### config.mk
export PLATFORM = sky130hd
export DESIGN_NAME = router_endpoint
export DESIGN_NICKNAME = d
export VERILOG_FILES = /design/src/rtl/router_pkg.sv /design/src/rtl/sync_fifo.sv /design/src/rtl/router_endpoint.sv
export SDC_FILE = /design/constraint.sdc
export NUM_CORES = 1
export LEC_CHECK = 0
export CORE_AREA = 2 2 123 125
export CTS_CLUSTER_DIAMETER = 200
export DETAILED_ROUTE_END_ITERATION = 7
export DIE_AREA = 0 0 125 127
export DONT_BUFFER_PORTS = 1
export SLEW_MARGIN = 20
export SYNTH_ARGS = -nofsm -noshare
export SYNTH_HDL_FRONTEND = slang
export SYNTH_SLANG_ARGS = --single-unit
### constraint.sdc
create_clock -name clk -period 3.11 [get_ports clk]
set_input_delay 0.622 -clock clk [delete_from_list [all_inputs] [get_ports clk]]
set_output_delay 0.622 -clock clk [all_outputs]
set_load 0.02 [all_outputs]
### src/rtl/router_pkg.sv
// rtl/router_pkg.sv - shared constants and FSM state type for the router endpoint
package router_pkg;

  localparam int DEF_DATA_WIDTH = 16;
  localparam int DEF_FIFO_DEPTH = 4;
  localparam int DEF_LEN_WIDTH  = 8;

  typedef enum logic [1:0] {
    ST_IDLE = 2'd0,
    ST_SEND = 2'd1,
    ST_DONE = 2'd2
  } state_e;

endpackage

### src/rtl/sync_fifo.sv
// rtl/sync_fifo.sv - single-clock FIFO, registered head, push allowed when full if popping
module sync_fifo #(
  parameter int WIDTH = 16,
  parameter int DEPTH = 4
) (
  input  logic             clk,
  input  logic             rst_n,
  input  logic             push_i,
  input  logic [WIDTH-1:0] data_i,
  input  logic             pop_i,
  output logic [WIDTH-1:0] data_o,
  output logic             full_o,
  output logic             empty_o
);

  localparam int AW = (DEPTH > 1) ? $clog2(DEPTH) : 1;
  localparam int CW = AW + 1;

  logic [WIDTH-1:0] mem_q [DEPTH];
  logic [AW-1:0]    wr_ptr_q, wr_ptr_d;
  logic [AW-1:0]    rd_ptr_q, rd_ptr_d;
  logic [CW-1:0]    count_q, count_d;
  logic             do_push, do_pop;

  assign empty_o = (count_q == '0);
  assign full_o  = (count_q == CW'(DEPTH));
  assign data_o  = mem_q[rd_ptr_q];

  // A pop frees a slot in the same cycle, so a push into a full FIFO is taken then.
  assign do_pop  = pop_i & ~empty_o;
  assign do_push = push_i & (~full_o | do_pop);

  // Pointer and occupancy next-state; depth is a power of two so pointers wrap naturally.
  always_comb begin
    wr_ptr_d = wr_ptr_q;
    rd_ptr_d = rd_ptr_q;
    count_d  = count_q;
    if (do_push) wr_ptr_d = wr_ptr_q + AW'(1);
    if (do_pop)  rd_ptr_d = rd_ptr_q + AW'(1);
    case ({do_push, do_pop})
      2'b10:   count_d = count_q + CW'(1);
      2'b01:   count_d = count_q - CW'(1);
      default: count_d = count_q;
    endcase
  end

  // Pointer/occupancy registers; reset empties the FIFO without touching storage.
  always_ff @(posedge clk or negedge rst_n) begin
    if (!rst_n) begin
      wr_ptr_q <= '0;
      rd_ptr_q <= '0;
      count_q  <= '0;
    end else begin
      wr_ptr_q <= wr_ptr_d;
      rd_ptr_q <= rd_ptr_d;
      count_q  <= count_d;
    end
  end

  // Storage write; a word becomes visible at the head only from the next cycle.
  always_ff @(posedge clk) begin
    if (do_push) mem_q[wr_ptr_q] <= data_i;
  end

endmodule

### src/rtl/router_endpoint.sv
// rtl/router_endpoint.sv - router port endpoint: TX burst sender and RX receive buffer
module router_endpoint
  import router_pkg::*;
#(
  parameter int DATA_WIDTH = DEF_DATA_WIDTH,
  parameter int FIFO_DEPTH = DEF_FIFO_DEPTH,
  parameter int LEN_WIDTH  = DEF_LEN_WIDTH
) (
  input  logic                  clk,
  input  logic                  rst_n,
  input  logic                  cfg_start,
  input  logic [LEN_WIDTH-1:0]  cfg_len,
  output logic                  busy_o,
  output logic                  done_o,
  input  logic [DATA_WIDTH-1:0] tx_data_i,
  input  logic                  tx_valid_i,
  output logic                  tx_ready_o,
  output logic [DATA_WIDTH-1:0] link_data_o,
  output logic                  link_enable_o,
  input  logic [DATA_WIDTH-1:0] link_data_i,
  input  logic                  link_enable_i,
  output logic [DATA_WIDTH-1:0] rx_data_o,
  output logic                  rx_valid_o,
  input  logic                  rx_ready_i,
  output logic                  rx_overflow_o,
  output logic [LEN_WIDTH-1:0]  rx_count_o
);

  state_e                state_q, state_d;
  logic [LEN_WIDTH-1:0]  remaining_q, remaining_d;
  logic [DATA_WIDTH-1:0] link_data_q, link_data_d;
  logic                  link_enable_q;
  logic [LEN_WIDTH-1:0]  rx_count_q, rx_count_d;
  logic                  rx_overflow_q, rx_overflow_d;

  logic                  tx_push, tx_pop, tx_full, tx_empty;
  logic [DATA_WIDTH-1:0] tx_head;
  logic                  rx_push, rx_pop, rx_full, rx_empty, rx_drop;
  logic                  start_accept;

  // TX never takes a word while full, even when the same cycle pops one.
  assign tx_ready_o = ~tx_full;
  assign tx_push    = tx_valid_i & tx_ready_o;

  sync_fifo #(
    .WIDTH (DATA_WIDTH),
    .DEPTH (FIFO_DEPTH)
  ) u_tx_fifo (
    .clk     (clk),
    .rst_n   (rst_n),
    .push_i  (tx_push),
    .data_i  (tx_data_i),
    .pop_i   (tx_pop),
    .data_o  (tx_head),
    .full_o  (tx_full),
    .empty_o (tx_empty)
  );

  // RX accepts when there is room, including room freed by a same-cycle pop.
  assign rx_valid_o = ~rx_empty;
  assign rx_pop     = rx_valid_o & rx_ready_i;
  assign rx_push    = link_enable_i & (~rx_full | rx_pop);
  assign rx_drop    = link_enable_i & ~rx_push;

  sync_fifo #(
    .WIDTH (DATA_WIDTH),
    .DEPTH (FIFO_DEPTH)
  ) u_rx_fifo (
    .clk     (clk),
    .rst_n   (rst_n),
    .push_i  (rx_push),
    .data_i  (link_data_i),
    .pop_i   (rx_pop),
    .data_o  (rx_data_o),
    .full_o  (rx_full),
    .empty_o (rx_empty)
  );

  assign start_accept = cfg_start & (state_q == ST_IDLE);
  assign busy_o       = (state_q == ST_SEND) || (state_q == ST_DONE);

  // Burst FSM: pops one TX word per non-empty SEND cycle until the length is used up.
  always_comb begin
    state_d     = state_q;
    remaining_d = remaining_q;
    tx_pop      = 1'b0;
    done_o      = 1'b0;
    case (state_q)
      ST_IDLE: begin
        if (cfg_start) begin
          if (cfg_len != '0) begin
            state_d     = ST_SEND;
            remaining_d = cfg_len;
          end else begin
            state_d = ST_DONE;
          end
        end
      end
      ST_SEND: begin
        if (!tx_empty) begin
          tx_pop      = 1'b1;
          remaining_d = remaining_q - LEN_WIDTH'(1);
          if (remaining_q == LEN_WIDTH'(1)) state_d = ST_DONE;
        end
      end
      ST_DONE: begin
        done_o  = 1'b1;
        state_d = ST_IDLE;
      end
      default: state_d = ST_IDLE;
    endcase
  end

  // FSM state and remaining-word counter.
  always_ff @(posedge clk or negedge rst_n) begin
    if (!rst_n) begin
      state_q     <= ST_IDLE;
      remaining_q <= '0;
    end else begin
      state_q     <= state_d;
      remaining_q <= remaining_d;
    end
  end

  // Link output data is forced to zero on idle cycles.
  assign link_data_d = tx_pop ? tx_head : '0;

  // Registered link output: a word popped this cycle is driven next cycle.
  always_ff @(posedge clk or negedge rst_n) begin
    if (!rst_n) begin
      link_data_q   <= '0;
      link_enable_q <= 1'b0;
    end else begin
      link_data_q   <= link_data_d;
      link_enable_q <= tx_pop;
    end
  end

  assign link_data_o   = link_data_q;
  assign link_enable_o = link_enable_q;

  // RX statistics; an accepted start clears them and overrides a colliding push or drop.
  always_comb begin
    rx_count_d    = rx_count_q;
    rx_overflow_d = rx_overflow_q;
    if (start_accept) begin
      rx_count_d    = '0;
      rx_overflow_d = 1'b0;
    end else begin
      if (rx_push) rx_count_d = rx_count_q + LEN_WIDTH'(1);
      if (rx_drop) rx_overflow_d = 1'b1;
    end
  end

  // RX statistics registers.
  always_ff @(posedge clk or negedge rst_n) begin
    if (!rst_n) begin
      rx_count_q    <= '0;
      rx_overflow_q <= 1'b0;
    end else begin
      rx_count_q    <= rx_count_d;
      rx_overflow_q <= rx_overflow_d;
    end
  end

  assign rx_count_o    = rx_count_q;
  assign rx_overflow_o = rx_overflow_q;

endmodule
* After elaboration in Yosys (flattened, before gate mapping)
Memories as Yosys holds them, arrays and structs flattened. Index checks and enable logic that the tools add are counted.
Word-level totals: flip-flop bits (word level) 50, RAM bits 128, input port bits 46, output and inout port bits 46, word-level logic and storage cells 89, memories kept 2
Memory list:
- u_rx_fifo.mem_q | depth 4, bits a word 16, rd ports 1, clocked after memory_dff 0, write ports 1, RTL line sync_fifo.sv:19 | logic [WIDTH-1:0] mem_q [DEPTH];
- u_tx_fifo.mem_q | depth 4, bits a word 16, rd ports 1, clocked after memory_dff 0, write ports 1, RTL line sync_fifo.sv:19
Cells by class: add/sub/neg operators 10, eq/ne operators 13, mux-type cells 23, bitwise logic cells 17, reduce and logical (&&, ||, !) cells 12
Operators with widths (count):
- two-way mux 8 bit | 5
- two-way mux 16 bit | 1
- one-hot mux 8 bit (2 select lines) | 1
- one-hot mux 3 bit (2 select lines) | 2
- nonzero test 2 bit | 5
- bitwise AND 1 bit | 9
- two-way mux 1 bit | 9
- adder 2 x 1 -> 2 bit, second input constant | 4
- adder 8 x 1 -> 8 bit, second input constant | 1
- == test 8 x 1 -> 1 bit, second input constant | 1
- two-way mux 2 bit | 4
- nonzero test 8 bit | 1
- subtractor 8 x 1 -> 8 bit, second input constant | 1
- adder 3 x 1 -> 3 bit, second input constant | 2
- == test 2 x 1 -> 1 bit, second input constant | 3
- == test 2 bit, second input constant | 3
- == test 3 bit, second input constant | 2
- zero test 3 bit | 2
- subtractor 3 x 1 -> 3 bit, second input constant | 2
- NOT 1 bit | 5
- != test 2 x 1 -> 1 bit, second input constant | 2
- != test 2 bit, second input constant | 2
- one-hot mux 2 bit (2 select lines) | 1
- AND reduction 4 bit | 1
- other kinds (4) | 6

* Depth between registers and ports, before layout
word-level depth 9, mapped depth 11, depth with buffers taken out 10

* By module
From an unflattened synthesis, not the netlist that was laid out.
Second synthesis, totals: cells, all modules 437, area total of the unflattened synthesis 7367.1 um^2
Modules (own cells, without submodules):
- sync_fifo | times used 2, cells an instance 138, area each 2831.5 um^2, seq. area each 2097.0 um^2
- router_endpoint | times used 1, cells an instance 161, area each 1704.1 um^2, seq. area each 900.9 um^2

* Worst setup path before layout
OpenSTA, ideal clock, no wires.
path type input-to-reg, start point in rx_ready_i, end point reg u_rx_fifo.count_q[2], library setup time 0.079 ns, arrival time 2.305 ns, data required time 3.031 ns, setup slack 0.726 ns, cell stages on the path 9, path buffers 1, path through or4b_4 -> buf_6 -> nand2_4 -> ha_1 -> inv_1 -> fa_1 -> xor2_1 -> nor2_1 -> xor2_1
Between the ends: word-level cells in the longest chain between the ends 6, elaborated cells on any way between the ends 10, classes of those cells 2 x eq/ne; 1 x mux; 6 x bitwise; 1 x reduce/logical
RTL lines:
- start, declared | RTL line router_endpoint.sv:24 | input logic rx_ready_i,
- bitwise AND 1 bit (*) | RTL line router_endpoint.sv:61 | assign rx_pop = rx_valid_o & rx_ready_i;
- bitwise OR 1 bit / bitwise AND 1 bit (equally long branches) | RTL line router_endpoint.sv:62, sync_fifo.sv:30
- bitwise AND 1 bit / bitwise OR 1 bit (equally long branches) | RTL line router_endpoint.sv:62, sync_fifo.sv:31
- bitwise AND 1 bit | RTL line sync_fifo.sv:31 | assign do_push = push_i & (~full_o | do_pop);
- == test 2 x 1 -> 1 bit / == test 2 bit (equally long branches) | RTL line sync_fifo.sv:40 | case ({do_push, do_pop})
- one-hot mux 3 bit (2 select lines) / nonzero test 2 bit (equally long branches)
- end signal, assigned | RTL line sync_fifo.sv:56 | count_q <= count_d;
- end, declared | RTL line sync_fifo.sv:22 | logic [CW-1:0] count_q, count_d;
Mark *: on every way between the ends. The rest lies on a longest branch, timed or not. A chain may end at the register's enable or synchronous reset.

* Worst setup path in the final report
start point reg u_rx_fifo.rd_ptr_q[1], end point out rx_data_o[0]
Between the ends: word-level cells in the longest chain between the ends 1
RTL lines:
- start, declared | RTL line sync_fifo.sv:21 | logic [AW-1:0] rd_ptr_q, rd_ptr_d;
- start signal, assigned | RTL line sync_fifo.sv:55 | rd_ptr_q <= rd_ptr_d;
- memory (4 x 16 bit)
- end, declared | RTL line router_endpoint.sv:22 | output logic [DATA_WIDTH-1:0] rx_data_o,
Every way passes these cells.

==> impl_metrics.csv <==
group,metric,value,unit
yosys,synth_top_area_share,53.51,%
yosys,seq_area_frac_synth,70.93,%
floorplanning,fp-row-count,44,
run_status,status,"finished clean",
place,hpwl,7694,um
timing,relSlewSlack,40.36,%
final_layout,drive_above_1_share,17.84,%
timing,grt_setup_unrepaired,"false",
setup_path,path_buf_inv,0,
final_layout,antenna_cells,0,
pwr,p_leak,2.921,nW
grt,grt_pass1_vias,3682,
detailed_routing,drtIter0Drc,218,
grt,grt_pass1_wl,19690,um
timing,period_minus_slack,2.430,ns
final_layout,post-route-util,54.68,%
floorplanning,die_w,125,um
yosys,synth_area,7183,um^2
setup_path,end_kind,"output port",
floorplanning,dieArea,15880,um^2
place,placement.io_buffers,0,
hold_path,hp-class,"primary input to asynchronous set/reset pin",
pwr,power.internal,5.190,mW
pwr,p_total,7.857,mW
setup_path,critPathLaunchType,"register",
pwr,pwr-share-seq,47.9,%
yosys,postSynthCellCount,408,
yosys,ys_warn_count,0,
place,place_congestion,0.7852,
yosys,synth_ff_type,"edfxtp_1",
yosys,synth-edff-count,128,
detailed_routing,route.vias.total,3404,
floorplanning,boundaryPins,92,
clock_tree,cts_sinks,178,
detailed_routing,ant_nets,0,
yosys,yosys-top-cells-count,"edfxtp_1, dfrtp_1, mux4_2",
pwr,power_frac_comb,28.3,%
setup_path,path_delay_family,"flip-flops",
yosys,synth_most_common_cell,"edfxtp_1",
pwr,p_switching,2.666,mW
final_layout,final_nets,477,
clock_tree,clk_latency,0.42,ns
clock_tree,cts_buffers,17,
setup_path,slowest_delay,0.87,ns
timing,fmax,0.4115,GHz
detailed_routing,wl,12370,um
detailed_routing,dr.pass1.iters,4,
grt,grt_max_degree,51,
floorplanning,start_util,49.80,%
timing,final-hold-violation-count,0,
grt,antenna_found_initial,0,
timing,maxSlewViolCount,0,
clock_tree,cts_max_level,4,
clock_tree,cts_tree,"built",
place,pre_cts_ws,0.6732,ns
yosys,synth.distinct_cells,49,
setup_path,path_class,"register to output port",
pwr,clockPowerShare,23.8,%
yosys,synth_async_sr_flop_share,28.09,%
pwr,power_density,996.1,nW/um^2
setup_path,cp_slowest_cell,"dfrtp_1",
timing,finalWorstSetupSlack,0.6797,ns
run,drv_cap,0,
setup_path,path_cells,"mux4_2",
yosys,synth.avg_cell_area,17.61,um^2
floorplanning,die_h,127,um
grt,grt_util_all_layers,16.56,%
setup_path,critPathMaxFanout,17,
clock_tree,cts-root-buf,"clkbuf_16",
final_layout,syn_to_final_growth,9.807,%
detailed_routing,vias_per_cell,5.580,
timing,period_share,78.14,%
clock_tree,clock_path_buffers,2,
yosys,yosys.area.top_type,"edfxtp_1",
detailed_routing,wl_per_cell,20.29,um
place,post_dp_cell_area,7336,um^2
floorplanning,coreArea,14420,um^2
pwr,ir_worst_vdd,0.6616,mV
yosys,syn_nets,472,
timing,worst_pin_slew,0.8945,ns
yosys,ys_seq_elements,178,
grt,overflow,0,
setup_path,arrival,1.81,ns
final_layout,stdcell_area,7888,um^2
clock_tree,clk_pin_slew_worst_paths,0.06,ns
timing,setup_tns,0,ns
timing,fin_skew,0.009383,ns
detailed_routing,remaining_drc_errors,0,
setup_path,critical_path_required,2.49,ns
pwr,p_sw_share,33.94,%
timing,setup_viol,0,
yosys,synth_area_leaders,"edfxtp_1, dfrtp_1, mux4_2",
## path summary, 6_finish.rpt
kind	from	endpoint	slack, ns	depth (start not counted)
max	u_rx_fifo.rd_ptr_q[1]	rx_data_o[0]	0.68	1
min	rst_n	remaining_q[6]	0.06	1
max reg2reg	u_tx_fifo.count_q[0]	u_tx_fifo.count_q[2]	0.81	10
min reg2reg	u_rx_fifo.rd_ptr_q[0]	u_rx_fifo.rd_ptr_q[0]	0.49	1
max in group asynchronous	rst_n	link_data_o[11]	2.81	1
min in group clk	tx_data_i[13]	u_tx_fifo.mem_q[3][13]	0.29	0
## cell usage in the layout (no fill, tap or decap), drive strengths merged, types with 2 or more instances in the layout
cell,instances
fa,2
clkbuf,20
nand2,14
or3,4
o22ai,3
a21oi,9
edfxtp,128
mux2i,2
nor2,15
nor3,4
inv,20
o21ai,6
buf,4
clkinvlp,3
and2,6
nand3,9
and3,26
nand4,3
a31oi,4
dfrtp,50
nor4,2
xor2,12
xnor2,6
clkinv,8
mux2,2
mux4,32
ha,16
## sequential cells by signal (all words and copies together) (netlist names), 3 cells and up
register,flops
u_rx_fifo.mem_q,64
u_tx_fifo.count_q,3
u_tx_fifo.mem_q,64
u_rx_fifo.count_q,3
link_data_o,16
rx_count_o,8
remaining_q,8
## power by group through the flow
stage,registers [mW],logic [mW],clock network (mW)
after floorplan,3.61,1.97,0
after global placement,3.80,2.21,0
after detailed placement,3.82,2.25,0
after CTS,3.78,2.28,1.92
after global routing,3.84,2.46,2.02
final,3.76,2.23,1.87
## kinds of logic (layout without fill, tap and decap cells)
logic type / after synthesis / in the layout / share of synthesized area [%]
flip-flops: 178 / 178 / 70.93
AND/OR/NAND/NOR: 89 / 89 / 7.490
buffers and inverters: 37 / 55 / 2.386
multiplexers: 36 / 36 / 10.63
AO/OA/AOI/OAI: 32 / 32 / 3.031
adder cells (fa/ha/maj): 18 / 18 / 3.344
XOR/XNOR: 18 / 18 / 2.195
## timing repair
item | CTS | global route
setup buffers | 0 | 0
hold buffers | 1 | 0
endpoints found under the hold margin | 50 | 0
gates resized for setup | 0 | 0
## routing by layer
metal / GRT usage, % / vias up / share of wire [%]
li1: - / 1567 / -
met1: 18.96 / 1745 / 40
met2: 28.48 / 81 / 52
met3: 6.826 / 11 / 6.7
met4: 5.490 / 0 / 1.1
met5: 0 / - / 0
## through the flow
| stage | hold WS, ns | cells |
|---|---|---|
| CTS | 0.04960 | 610 |
| floorplan | 0.3264 | 408 |
| finish | 0.05901 | 610 |
| global placement | 0.3281 | 577 |
| detailed placement | 0.3289 | 577 |
| global route | 0.06064 | 610 |
## area by class of cell
cell class | instances | area, um^2
multi-input cells | 193 | 1917
flip-flops and latches | 178 | 5095
fillers | 1147 | 6536
clock buffers | 20 | 436.7
clock inverters | 12 | 87.58
repair buffers | 4 | 50.05
inverters | 19 | 71.32
well taps | 184 | 230.2
No activity file was read; power rests on OpenSTA's default activity.
